File: config.mk
export PLATFORM = sky130hd
export DESIGN_NAME = fetch_stage
export DESIGN_NICKNAME = d
export VERILOG_FILES = /design/src/rtl/fetch_pkg.sv /design/src/rtl/ifid_reg.sv /design/src/rtl/fetch_stage.sv
export SDC_FILE = /design/constraint.sdc
export NUM_CORES = 1
export LEC_CHECK = 0
export BUFFER_PORTS_ARGS = -buffer_cell sky130_fd_sc_hd__buf_2
export CAP_MARGIN = 10
export CORE_MARGIN = 2
export CORE_UTILIZATION = 54
export CTS_CLUSTER_DIAMETER = 120
export DETAILED_ROUTE_END_ITERATION = 16
export PLACE_DENSITY_LB_ADDON = 0.12
export SLEW_MARGIN = 15
export SYNTH_ARGS = -nofsm -noshare
export SYNTH_HDL_FRONTEND = slang
export SYNTH_HIERARCHICAL = 1
export SYNTH_SLANG_ARGS = --single-unit
File: constraint.sdc
create_clock -name clk -period 3.13 [get_ports clk]
set_input_delay 0.1565 -clock clk [delete_from_list [all_inputs] [get_ports clk]]
set_output_delay 0.1565 -clock clk [all_outputs]
set_load 0.02 [all_outputs]
File: src/rtl/fetch_pkg.sv
// Shared types and constants for the RV32I instruction-fetch stage.
package fetch_pkg;

  localparam int XLEN = 32;

  // addi x0, x0, 0 -- what decode sees when IF/ID holds a bubble.
  localparam logic [XLEN-1:0] NOP_INSTR = 32'h0000_0013;

  typedef enum logic [1:0] {
    FS_REQ  = 2'd0,
    FS_WAIT = 2'd1,
    FS_HOLD = 2'd2
  } fetch_state_t;

endpackage

File: src/rtl/ifid_reg.sv
// IF/ID pipeline register: load on enable, clear-to-NOP on clear, hold otherwise.
// A clear keeps the PC fields so decode-side debug still sees the last PC.
module ifid_reg
  import fetch_pkg::*;
(
  input  logic            clk,
  input  logic            reset,
  input  logic            en_i,
  input  logic            clr_i,
  input  logic [XLEN-1:0] instr_i,
  input  logic [XLEN-1:0] pc_i,
  input  logic [XLEN-1:0] pcplus4_i,
  output logic [XLEN-1:0] instr_o,
  output logic [XLEN-1:0] pc_o,
  output logic [XLEN-1:0] pcplus4_o,
  output logic            valid_o
);

  logic [XLEN-1:0] instr_q;
  logic [XLEN-1:0] pc_q;
  logic [XLEN-1:0] pcplus4_q;
  logic            valid_q;

  // Clear has priority over load so a bubble always wins a same-cycle load.
  always_ff @(posedge clk) begin
    if (reset) begin
      instr_q   <= NOP_INSTR;
      pc_q      <= '0;
      pcplus4_q <= '0;
      valid_q   <= 1'b0;
    end else if (clr_i) begin
      instr_q   <= NOP_INSTR;
      valid_q   <= 1'b0;
    end else if (en_i) begin
      instr_q   <= instr_i;
      pc_q      <= pc_i;
      pcplus4_q <= pcplus4_i;
      valid_q   <= 1'b1;
    end
  end

  assign instr_o   = instr_q;
  assign pc_o      = pc_q;
  assign pcplus4_o = pcplus4_q;
  assign valid_o   = valid_q;

endmodule

File: src/rtl/fetch_stage.sv
// Instruction-fetch stage: owns PCF, runs one req/gnt/rvalid transaction at a
// time, and feeds the IF/ID register. Redirects that arrive while a response
// is in flight set Discard so the stale word is dropped when it returns.
module fetch_stage
  import fetch_pkg::*;
#(
  parameter logic [31:0] RESET_PC = 32'h0000_0000
) (
  input  logic        clk,
  input  logic        reset,
  input  logic        PCSrcE,
  input  logic [31:0] PCTargetE,
  input  logic        StallD,
  input  logic        FlushD,
  output logic        ImemReq,
  output logic [31:0] ImemAddr,
  input  logic        ImemGnt,
  input  logic        ImemRValid,
  input  logic [31:0] ImemRData,
  output logic [31:0] InstrD,
  output logic [31:0] PCD,
  output logic [31:0] PCPlus4D,
  output logic        ValidD,
  output logic        FetchBusyF
);

  fetch_state_t    state_q, state_d;
  logic [XLEN-1:0] pc_q, pc_d;
  logic            discard_q, discard_d;
  logic [XLEN-1:0] buf_q, buf_d;

  logic            load;
  logic            load_from_buf;
  logic            pc_inc;
  logic            ifid_clr;
  logic [XLEN-1:0] pc_plus4;

  assign pc_plus4 = pc_q + 32'd4;

  // Next-state decode; redirect and flush override the normal load path.
  always_comb begin
    state_d       = state_q;
    pc_d          = pc_q;
    discard_d     = discard_q;
    buf_d         = buf_q;
    load          = 1'b0;
    load_from_buf = 1'b0;
    pc_inc        = 1'b0;
    case (state_q)
      FS_REQ: begin
        if (ImemGnt) begin
          state_d = FS_WAIT;
          if (PCSrcE) discard_d = 1'b1;
        end
      end
      FS_WAIT: begin
        if (ImemRValid) begin
          if (PCSrcE || discard_q) begin
            discard_d = 1'b0;
            state_d   = FS_REQ;
          end else if (FlushD) begin
            // Flushed response: keep it if decode is stalled, else it is lost.
            if (StallD) begin
              buf_d   = ImemRData;
              state_d = FS_HOLD;
            end else begin
              pc_inc  = 1'b1;
              state_d = FS_REQ;
            end
          end else if (!StallD) begin
            load    = 1'b1;
            pc_inc  = 1'b1;
            state_d = FS_REQ;
          end else begin
            buf_d   = ImemRData;
            state_d = FS_HOLD;
          end
        end else if (PCSrcE) begin
          discard_d = 1'b1;
        end
      end
      FS_HOLD: begin
        if (PCSrcE) begin
          state_d = FS_REQ;
        end else if (!FlushD && !StallD) begin
          load          = 1'b1;
          load_from_buf = 1'b1;
          pc_inc        = 1'b1;
          state_d       = FS_REQ;
        end
      end
      default: state_d = FS_REQ;
    endcase
    if (PCSrcE) pc_d = PCTargetE;
    else if (pc_inc) pc_d = pc_plus4;
  end

  // Fetch control state; the buffer is pure data and needs no reset.
  always_ff @(posedge clk) begin
    if (reset) begin
      state_q   <= FS_REQ;
      pc_q      <= RESET_PC;
      discard_q <= 1'b0;
    end else begin
      state_q   <= state_d;
      pc_q      <= pc_d;
      discard_q <= discard_d;
    end
    buf_q <= buf_d;
  end

  // Any non-stalled cycle without a real load becomes a bubble.
  assign ifid_clr = PCSrcE | FlushD | (~StallD & ~load);

  ifid_reg u_ifid (
    .clk       (clk),
    .reset     (reset),
    .en_i      (load),
    .clr_i     (ifid_clr),
    .instr_i   (load_from_buf ? buf_q : ImemRData),
    .pc_i      (pc_q),
    .pcplus4_i (pc_plus4),
    .instr_o   (InstrD),
    .pc_o      (PCD),
    .pcplus4_o (PCPlus4D),
    .valid_o   (ValidD)
  );

  assign ImemReq    = (state_q == FS_REQ) & ~reset;
  assign ImemAddr   = pc_q;
  assign FetchBusyF = ((state_q == FS_REQ) | (state_q == FS_WAIT)) & ~reset;

endmodule
Word-level counts from Yosys, hierarchy flattened
Cells that the tools add are included.
{ "classes": {"add_sub_neg": 1, "n_bitwise": 11, "eq_ne": 6, "mux": 26, "reduce_logical": 12} }
{ "ops": {"columns": ["cell", "n"], "rows": [
  ["$mux W32", 3],
  ["$add A32 B3 Y32 const B", 1],
  ["$mux W1", 13],
  ["$mux W2", 6],
  ["$ne A3 B3 Y1 const B", 2],
  ["$pmux W1 S2", 3],
  ["$pmux W2 S3", 1],
  ["$reduce_and A3 Y1", 2],
  ["$not A1 Y1", 5],
  ["$ne A2 B2 Y1 const B", 2],
  ["$reduce_and A4 Y1", 1],
  ["$reduce_bool A2 Y1", 2],
  ["$and A1 B1 Y1", 3],
  ["$or A1 B1 Y1", 3],
  ["$eq A2 B1 Y1 const B", 1],
  ["$eq A2 B2 Y1 const B", 1],
  ["$logic_not A1 Y1", 2],
  ["$logic_not A2 Y1", 1],
  ["$reduce_and A2 Y1", 1],
  ["$reduce_or A2 Y1", 1],
  ["$logic_and A1 B1 Y1", 1],
  ["$logic_or A1 B1 Y1", 1]
]} }
{ "word_totals": {"register_bits": 164, "wordCells": 64, "output_inout_bits": 131} }

Longest topological paths before layout
Gate-level depths: netlist of the first run.
{ "depth": {"word_depth": 10, "mapped_depth": 11, "depth_no_buf": 7} }

Cells and area by module
The synthesis of the first run kept the hierarchy.
{ "by_module_without_submodules": {"columns": ["mod", "cells_per_inst", "area_per_inst_um2", "n_inst", "seq_area_each_um2"], "rows": [
  ["ifid_reg", 400, 4171.5, 1, 1941.9],
  ["fetch_stage", 430, 4149.0, 1, 1661.6]
]} }

Least setup slack after synthesis of the first run
OpenSTA, ideal clock, no wires.
{ "synth_path": {"path_kind": "reg-to-reg", "from": "reg pc_q[2], in the netlist ImemAddr[2]", "to": "reg pc_q[28], in the netlist ImemAddr[28]", "slack_ns": 0.905, "stages_incl_launch_ff": 6, "period_less_slack_ns": 2.225, "path_buffers": 0, "required_time_ns": 3.051, "arrival_ns": 2.146, "cell_sequence": "dfxtp_1 ha_1 nand3_2 or4_4 or4b_1 o211ai_1"} }
{ "synth_via": {"elab_chain_cells": 3} }
{ "synth_rtl": {"columns": ["element", "line_no", "rtl"], "rows": [
  ["start, declared", "fetch_stage.sv:28", "logic [XLEN-1:0] pc_q, pc_d;"],
  ["start signal, assigned", "fetch_stage.sv:106", "pc_q <= pc_d;"],
  ["$add A32 B3 Y32", "fetch_stage.sv:38", "assign pc_plus4 = pc_q + 32'd4;"],
  ["$mux W32", "fetch_stage.sv:95", "else if (pc_inc) pc_d = pc_plus4;"],
  ["$mux W32", "fetch_stage.sv:94", "if (PCSrcE) pc_d = PCTargetE;"]
]} }
Every way passes these cells. The select of a mux whose other input is x is not followed.
A chain may end at the register's enable or synchronous reset.

Worst setup path after layout of the first run
{ "layout_path": {"from": "reg state_q[0]", "to": "reg u_ifid.instr_q[26], in the netlist u_ifid/instr_o[26]"} }
{ "layout_via": {"elab_chain_cells": 6} }
{ "layout_rtl": {"columns": ["element", "line_no", "rtl"], "rows": [
  ["start, declared", "fetch_stage.sv:27", "fetch_state_t state_q, state_d;"],
  ["start signal, assigned", "fetch_stage.sv:105", "state_q <= state_d;"],
  ["$eq A2 B2 Y1 or $eq A2 B1 Y1 (tied branches)", "fetch_stage.sv:49", "case (state_q)"],
  ["$pmux W1 S2 (*)", "fetch_stage.sv:49", null],
  ["$not A1 Y1 (*)", "fetch_stage.sv:113", "assign ifid_clr = PCSrcE | FlushD | (~StallD & ~load);"],
  ["$and A1 B1 Y1 (*)", "fetch_stage.sv:113", null],
  ["$or A1 B1 Y1 (*)", "fetch_stage.sv:113", null],
  ["net ifid_clr", "fetch_stage.sv:35", "logic ifid_clr;"],
  ["$reduce_or A2 Y1 (no source line) (*)", null, null],
  ["end signal, assigned", "ifid_reg.sv:35", "instr_q <= instr_i;"],
  ["end, declared", "ifid_reg.sv:19", "logic [XLEN-1:0] instr_q;"]
]} }
Mark *: on every way through the listed nets, which the timed path passes. The rest lies on a longest branch.

==> results of run 1 <==
-- worst max-delay path by stage --
stage	from	end
CTS	state_q[0]	u_ifid/instr_o[22]
floorplan	ImemAddr[2]	ImemAddr[28]
global placement	ImemAddr[2]	ImemAddr[28]
finish	state_q[0]	u_ifid/instr_o[26]
detailed placement	state_q[0]	u_ifid/instr_o[6]
global route	state_q[0]	u_ifid/instr_o[6]
-- flip-flops by register name (all words and copies together) (netlist names) --
name	cells
discard_q	1
ImemAddr	32
u_ifid/pcplus4_o	32
u_ifid/valid_o	1
u_ifid/pc_o	32
buf_q	32
state_q	2
u_ifid/instr_o	32
-- worst max-delay path: cells and delay by family, from the launching register on --
| family | cells | cell delay [ns] |
|---|---|---|
| buf+inv | 2 | 0.53 |
| flops | 1 | 0.36 |
| compound gates | 2 | 0.27 |
| simple gates | 3 | 0.77 |
| fa+ha+maj | 1 | 0.33 |
-- synthesized netlist by cell type, types with 7 or more instances --
master / number
sky130_fd_sc_hd__dfxtp_1: 132
sky130_fd_sc_hd__nand2b_1: 70
sky130_fd_sc_hd__nor2_1: 65
sky130_fd_sc_hd__nand4bb_1: 64
sky130_fd_sc_hd__o21ai_1: 48
sky130_fd_sc_hd__clkbuf_1: 45
sky130_fd_sc_hd__mux2i_1: 36
sky130_fd_sc_hd__mux2_2: 33
sky130_fd_sc_hd__edfxtp_1: 32
sky130_fd_sc_hd__nand2_1: 29
sky130_fd_sc_hd__xnor2_1: 21
sky130_fd_sc_hd__inv_1: 16
sky130_fd_sc_hd__nand4_1: 16
sky130_fd_sc_hd__buf_6: 15
sky130_fd_sc_hd__nand3_1: 12
sky130_fd_sc_hd__nor3_1: 12
sky130_fd_sc_hd__o21ai_2: 12
sky130_fd_sc_hd__a311oi_1: 11
sky130_fd_sc_hd__xor2_1: 11
sky130_fd_sc_hd__a211oi_1: 10
sky130_fd_sc_hd__a2111oi_0: 9
sky130_fd_sc_hd__and3_1: 9
sky130_fd_sc_hd__o211ai_1: 9
sky130_fd_sc_hd__o21ai_0: 7
-- layer usage --
metal / vias up / GRT usage
met5: - / 0
met4: 0 / 0.07886
met3: 44 / 0.06594
met2: 312 / 0.4247
met1: 3324 / 0.3751
li1: 3456 / -
-- through the flow --
| stage | instances | util |
|---|---|---|
| 6_report | 1233 | 0.6823 |
| 3_5_place_dp | 1158 | 0.6145 |
| 4_1_cts | 1231 | 0.6810 |
| 5_1_grt | 1233 | 0.6823 |
| 3_3_place_gp | 1158 | 0.6145 |
| 2_1_floorplan | 830 | - |
-- cell usage in the layout, fill, tap and decap left out, drive strengths merged, types with 4 or more instances in the layout --
master / netlist / routed
a2111oi: 9 / 9
a211oi: 10 / 10
a21oi: 4 / 4
a311o: 4 / 4
a311oi: 11 / 11
a31oi: 4 / 4
a41oi: 5 / 5
and2: 5 / 5
and3: 9 / 9
and4: 6 / 6
buf: 29 / 217
clkbuf: 48 / 18
clkinv: 1 / 4
dfxtp: 132 / 132
dlygate4sd3: 0 / 43
edfxtp: 32 / 32
ha: 5 / 5
inv: 16 / 22
mux2: 33 / 33
mux2i: 36 / 36
nand2: 29 / 29
nand2b: 70 / 70
nand3: 14 / 14
nand4: 17 / 17
nand4bb: 64 / 64
nor2: 65 / 65
nor2b: 4 / 4
nor3: 12 / 12
nor4: 7 / 7
o211ai: 9 / 9
o21ai: 67 / 67
o311ai: 4 / 4
o31ai: 5 / 5
or3: 4 / 4
or4: 4 / 4
xnor2: 21 / 21
xor2: 11 / 11
-- cells by family after synthesis --
| group | count (synthesis) | synth area share |
|---|---|---|
| and+or+nand+nor | 320 | 0.2558 |
| buffers and inverters | 94 | 0.05849 |
| AOI/OAI and AO/OA | 146 | 0.1235 |
| DFF | 164 | 0.4331 |
| muxes | 69 | 0.08797 |
| adders and majority gates | 5 | 0.007519 |
| xor gates and xnor gates | 32 | 0.03368 |
-- final cells by class --
cell class,instances,area [um^2]
Timing Repair Buffer,260,1584
Clock buffer,18,429.2
Multi-Input combinational cell,572,4252
Inverter,17,63.81
Sequential cell,164,3603
Tap cell,188,235.2
Clock inverter,14,166.4
Fill cell,1217,4812
-- power by group through the flow --
| stage | registers [mW] | clock network (mW) | logic, mW |
|---|---|---|---|
| 2_1_floorplan | 2.31 | 0 | 0.258 |
| 3_3_place_gp | 2.31 | 0 | 0.404 |
| 3_5_place_dp | 2.32 | 0 | 0.406 |
| 4_1_cts | 2.27 | 2.14 | 0.450 |
| 5_1_grt | 2.27 | 2.24 | 0.492 |
| 6_report | 2.27 | 2.12 | 0.456 |
-- repair_timing --
item / CTS / global route
buffers inserted: 0 / 0
hold buffers: 41 / 2
endpoints found under the hold margin: 41 / 2
==> flow_metrics.py, run 1 <==
metrics = {
    "status": {
        "outcome": "completed",
    },
    "placed_design": {
        "postPlaceCellArea_um2": 9308,
        "gpl.final_weighted_congestion": 0.8664,
        "place_hpwl_um": 14560,
        "post-place-ws_ns": 0.7392,
        "numPortBuffers": 201,
    },
    "cts": {
        "clock_latency_of_the_later_clocked_register_in_the_worst_skew_pair_ns": 0.43,
        "cts_tree": "built",
        "tritoncts.num_buffers": 17,
        "root_buffer": "sky130_fd_sc_hd__clkbuf_16",
        "ctsLongestPathBuffers": 2,
        "cts_htree_levels": 4,
        "cts_sinks": 164,
        "cts.reportedPaths.clkPinSlew_ns": 0.06,
        "cts-resized-gates": 0,
    },
    "synthesis": {
        "synth_top_cell_area_share": 0.3176,
        "synth.ff_latch_count": 164,
        "postSynth.asyncResetShare": 0,
        "synth-edff-count": 32,
        "syn_avg_cell_area_um2": 10.02,
        "synthCells": 830,
        "synthesis.area_um2": 8320,
        "synth.yosys.warnings": 6,
        "synthDistinctLibCells": 63,
        "synth.top_cells.by_area": "sky130_fd_sc_hd__dfxtp_1 32%, sky130_fd_sc_hd__edfxtp_1 12%, sky130_fd_sc_hd__nand4bb_1 8.7%",
        "ys_seq_area_frac": 0.4331,
        "postSynth.topFlopCell": "sky130_fd_sc_hd__dfxtp_1",
        "synth_nets": 906,
        "yosysTopAreaCell": "sky130_fd_sc_hd__dfxtp_1",
    },
    "worst_setup_path": {
        "r2r-end": "u_ifid/instr_o[26]",
        "required_time_at_the_worst_slack_endpoint_ns": 3.43,
        "criticalPathCategory": "flop to flop",
        "reg2reg_setup_slack_ns": 0.68,
        "library_cell_contributing_the_largest_single_delay_on_the_critical_path": "sky130_fd_sc_hd__or2_4",
        "max_stage_delay_ns": 0.45,
        "path_cells": "inv_1 -> ha_1 -> nand2b_1 -> a21oi_1 -> o21ai_4 -> buf_4 -> or2_4 -> nor2_1",
        "timing.reg2reg.worst_path_depth": 8,
        "worst-path-max-fanout": 66,
        "regToRegStartpoint": "state_q[0]",
        "signal_arrival_time_at_the_worst_endpoint_ns": 2.75,
        "critical_path.startpoint_type": "flop",
        "end_kind": "flop",
    },
    "power": {
        "combinational_cell_fraction_of_total_power": 0.094,
        "seq_power_share": 0.468,
        "power.internal_mw": 3.612,
        "p_per_area_nw_per_um2": 469.4,
        "worst_ir_drop_vdd_v": 0.0003676,
        "switching_power_mw": 1.239,
        "report.power.total_mw": 4.850,
        "power.share.switching": 0.2554,
        "power_frac_clock": 0.438,
        "p_leak_nw": 3.985,
    },
    "drt": {
        "routed-wl-met3_um": 1736,
        "num_vias": 7136,
        "firstDrtPassIters": 5,
        "drt_iter0_markers": 692,
        "routed-wl-met2_um": 10320,
        "postRouteWirelength_um": 22780,
        "route.layer.met1.wl_um": 10280,
        "postRouteAntennaNets": 0,
        "detail_route.vias_per_cell": 5.788,
        "avgRoutedWirePerCell_um": 18.47,
        "drcViolationCount": 0,
        "highest_signal_layer_in_the_routed_design": "met4",
    },
    "die": {
        "start_util": 0.5494,
        "fp.dieArea_um2": 16420,
        "floorplan.core_area_um2": 15150,
        "dieHeight_um": 128.1,
        "fp.dieW_um": 128.1,
        "ioPinCount": 202,
        "fp-row-count": 45,
    },
    "worst_hold_path": {
        "worstHoldPathCells": 3,
        "hold_start": "PCTargetE[2]",
        "min_delay_worst_endpoint": "ImemAddr[2]",
        "hp-class": "input pin to flop",
    },
    "grt": {
        "grt_antenna_before_repair": 0,
        "sum_of_overflow_across_all_layers_after_global_routing": 0,
        "grt_first_pass_wirelength_um": 35170,
        "grt_start_max_net_pins": 98,
        "grt_usage": 0.2716,
        "first_global_vias": 6543,
    },
    "timing": {
        "skew_ns": 0.008534,
        "report.final.hold_viol_count": 0,
        "whs_ns": 0.006976,
        "timing_max_transition_violations_final": 0,
        "final_period_minus_worst_setup_slack_ns": 2.445,
        "timing.final.setup_violations": 0,
        "maxSlewHeadroom": 0.5327,
        "period_share": 0.7813,
        "achievable-frequency_mhz": 408.9,
        "worst_slew_pin_slew_ns": 0.6946,
        "timing.setup.tns_ns": 0,
        "grt_setup_unrepaired": "no",
        "finalWorstSetupSlack_ns": 0.6846,
    },
    "cells_and_area": {
        "final_net_count": 1108,
        "n_antenna_cell": 0,
        "syn2layout_area_growth_pct": 24.20,
        "postLayoutCellArea_um2": 10330,
        "post_route_cells_drive_above_1_share": 0.2957,
    },
    "flow_run": {
        "max_cap_violations": 0,
    },
}
Power figures use the tool's default switching activity.
==> inputs of run 2 (changes only) <==
==> constraint.sdc (replaced) <==
create_clock -name clk -period 2.6 [get_ports clk]
set_input_delay 0.13 -clock clk [delete_from_list [all_inputs] [get_ports clk]]
set_output_delay 0.13 -clock clk [all_outputs]
set_load 0.02 [all_outputs]
==> run 2 against run 1 <==
Sequential power rose by 20%. Register-to-register slack got worse by 0.41 ns. First-iteration DRC count is 33% lower. Via count rose by 1.8%. Combinational power is 31% higher. Highest routed layer unchanged.
==> flow_metrics.py, run 2 (synthesis gave the netlist of run 1 again) <==
metrics = {
    "die": {
        "ioPinCount": 202,
        "dieHeight_um": 128.1,
        "fp.dieW_um": 128.1,
        "fp.dieArea_um2": 16420,
        "start_util": 0.5494,
        "fp-row-count": 45,
        "floorplan.core_area_um2": 15150,
    },
    "power": {
        "p_leak_nw": 4.125,
        "p_per_area_nw_per_um2": 541.4,
        "report.power.total_mw": 5.724,
        "worst_ir_drop_vdd_v": 0.0004853,
    },
    "cts": {
        "cts_sinks": 164,
        "ctsLongestPathBuffers": 2,
        "cts_tree": "built",
        "tritoncts.num_buffers": 17,
        "clock_latency_of_the_later_clocked_register_in_the_worst_skew_pair_ns": 0.43,
        "cts_htree_levels": 4,
        "root_buffer": "sky130_fd_sc_hd__clkbuf_16",
        "cts.repair_timing.setup_buffer_count": 0,
        "cts.reportedPaths.clkPinSlew_ns": 0.07,
    },
    "placed_design": {
        "dp.cells": 1179,
        "postPlaceCellArea_um2": 9503,
        "numPortBuffers": 201,
        "post-place-ws_ns": 0.3373,
        "place_hpwl_um": 15370,
        "gpl.final_weighted_congestion": 0.8928,
    },
    "timing": {
        "worst_slew_pin_slew_ns": 0.6755,
        "skew_ns": 0.01334,
        "report.final.hold_viol_count": 0,
        "maxSlewHeadroom": 0.5439,
        "finalWorstSetupSlack_ns": 0.2760,
        "period_share": 0.8938,
        "timing_max_transition_violations_final": 0,
        "grt_setup_unrepaired": "no",
        "final_period_minus_worst_setup_slack_ns": 2.324,
        "timing.final.setup_violations": 0,
        "timing.setup.tns_ns": 0,
        "achievable-frequency_mhz": 430.3,
    },
    "status": {
        "outcome": "completed",
    },
    "drt": {
        "postRouteAntennaNets": 0,
        "num_vias": 7265,
        "postRouteWirelength_um": 23200,
        "avgRoutedWirePerCell_um": 18.39,
        "drt_iter0_markers": 462,
        "drcViolationCount": 0,
        "detail_route.vias_per_cell": 5.757,
        "firstDrtPassIters": 5,
    },
    "cells_and_area": {
        "postLayoutCellArea_um2": 10570,
        "fillers": 1167,
        "layout_commonest_cell": "sky130_fd_sc_hd__buf_2",
        "stdcell_count": 1262,
        "n_antenna_cell": 0,
        "post_route_cells_drive_above_1_share": 0.3045,
        "final_cell_mix": "200 x sky130_fd_sc_hd__buf_2, 132 x sky130_fd_sc_hd__dfxtp_1, 70 x sky130_fd_sc_hd__nand2b_1",
        "syn2layout_area_growth_pct": 27.07,
        "final_net_count": 1137,
    },
    "worst_setup_path": {
        "end_kind": "flop",
        "library_cell_contributing_the_largest_single_delay_on_the_critical_path": "sky130_fd_sc_hd__or3b_2",
        "worst-path-max-fanout": 8,
        "signal_arrival_time_at_the_worst_endpoint_ns": 2.66,
        "path_cells": "inv_1 -> ha_1 -> or3b_2 -> a2111oi_0 -> or4b_1 -> o211ai_1",
        "criticalPathCategory": "flop to flop",
        "max_stage_delay_ns": 0.53,
        "critical_path.startpoint_type": "flop",
        "required_time_at_the_worst_slack_endpoint_ns": 2.94,
    },
    "grt": {
        "first_global_vias": 6901,
        "sum_of_overflow_across_all_layers_after_global_routing": 0,
        "grt_antenna_before_repair": 0,
        "grt_usage": 0.2811,
        "grt_start_max_net_pins": 112,
        "grt_first_pass_wirelength_um": 36550,
    },
    "flow_run": {
        "max_cap_violations": 0,
    },
    "worst_hold_path": {
        "hp-class": "input pin to flop",
    },
}
==> run 2: path summary, 6_finish.rpt <==
kind / startpoint / end / slack [ns] / cells past startpoint
setup / recovery: state_q[0] / ImemAddr[30] / 0.28 / 6
hold / removal: PCTargetE[25] / ImemAddr[25] / 0.05 / 4
setup reg to reg: state_q[0] / ImemAddr[30] / 0.28 / 6
hold reg to reg: u_ifid/valid_o / u_ifid/valid_o / 0.46 / 2
==> run 2: per-stage QoR <==
| stage | util | hold slack [ns] |
|---|---|---|
| final | 0.6981 | 0.05135 |
| after global routing | 0.6981 | 0.05681 |
| after CTS | 0.6981 | 0.03739 |
| after detailed placement | 0.6274 | 0.3222 |
| after global placement | 0.6274 | 0.3203 |
| after floorplan | - | 0.2289 |
==> run 2: layer usage <==
layer | track usage | vias up | part of all wire
met5 | 0 | - | 0
met3 | 0.05718 | 32 | 0.061
met2 | 0.4479 | 282 | 0.46
met1 | 0.3853 | 3445 | 0.46
li1 | - | 3506 | -
met4 | 0.08856 | 0 | 0.019
==> run 2: final cells by class <==
type / count / area, um^2 / area share
repair buffers: 289 / 1859 / 0.1759
flip-flops and latches: 164 / 3603 / 0.3408
inverters: 17 / 63.81 / 0.006036
multi-input cells: 572 / 4252 / 0.4021
clock buffers: 21 / 460.4 / 0.04355
well taps: 188 / 235.2 / 0.02225
clock inverters: 11 / 98.84 / 0.009349
==> run 2: what timing repair did <==
item,4_1_cts,5_1_grt
endpoints found under the setup margin,0,0
endpoints found under the hold margin,51,0
resized for setup,0,0
hold buffers,51,0
==> run 2: power by group <==
| part | internal [mW] | switching [mW] | total, mW |
|---|---|---|---|
| combinational | 0.290 | 0.309 | 0.599 |
| clock | 1.37 | 1.04 | 2.41 |
| sequential | 2.64 | 0.0757 | 2.72 |
| total | 4.30 | 1.42 | 5.72 |
==> run 2: critical path: cells and delay by family (launching register included) <==
kind / cells / cell delay, ns
buffers and inverters: 1 / 0.09
AOI/OAI and AO/OA: 2 / 0.48
DFF: 1 / 0.36
and+or+nand+nor: 2 / 1.00
adders and majority gates: 1 / 0.30
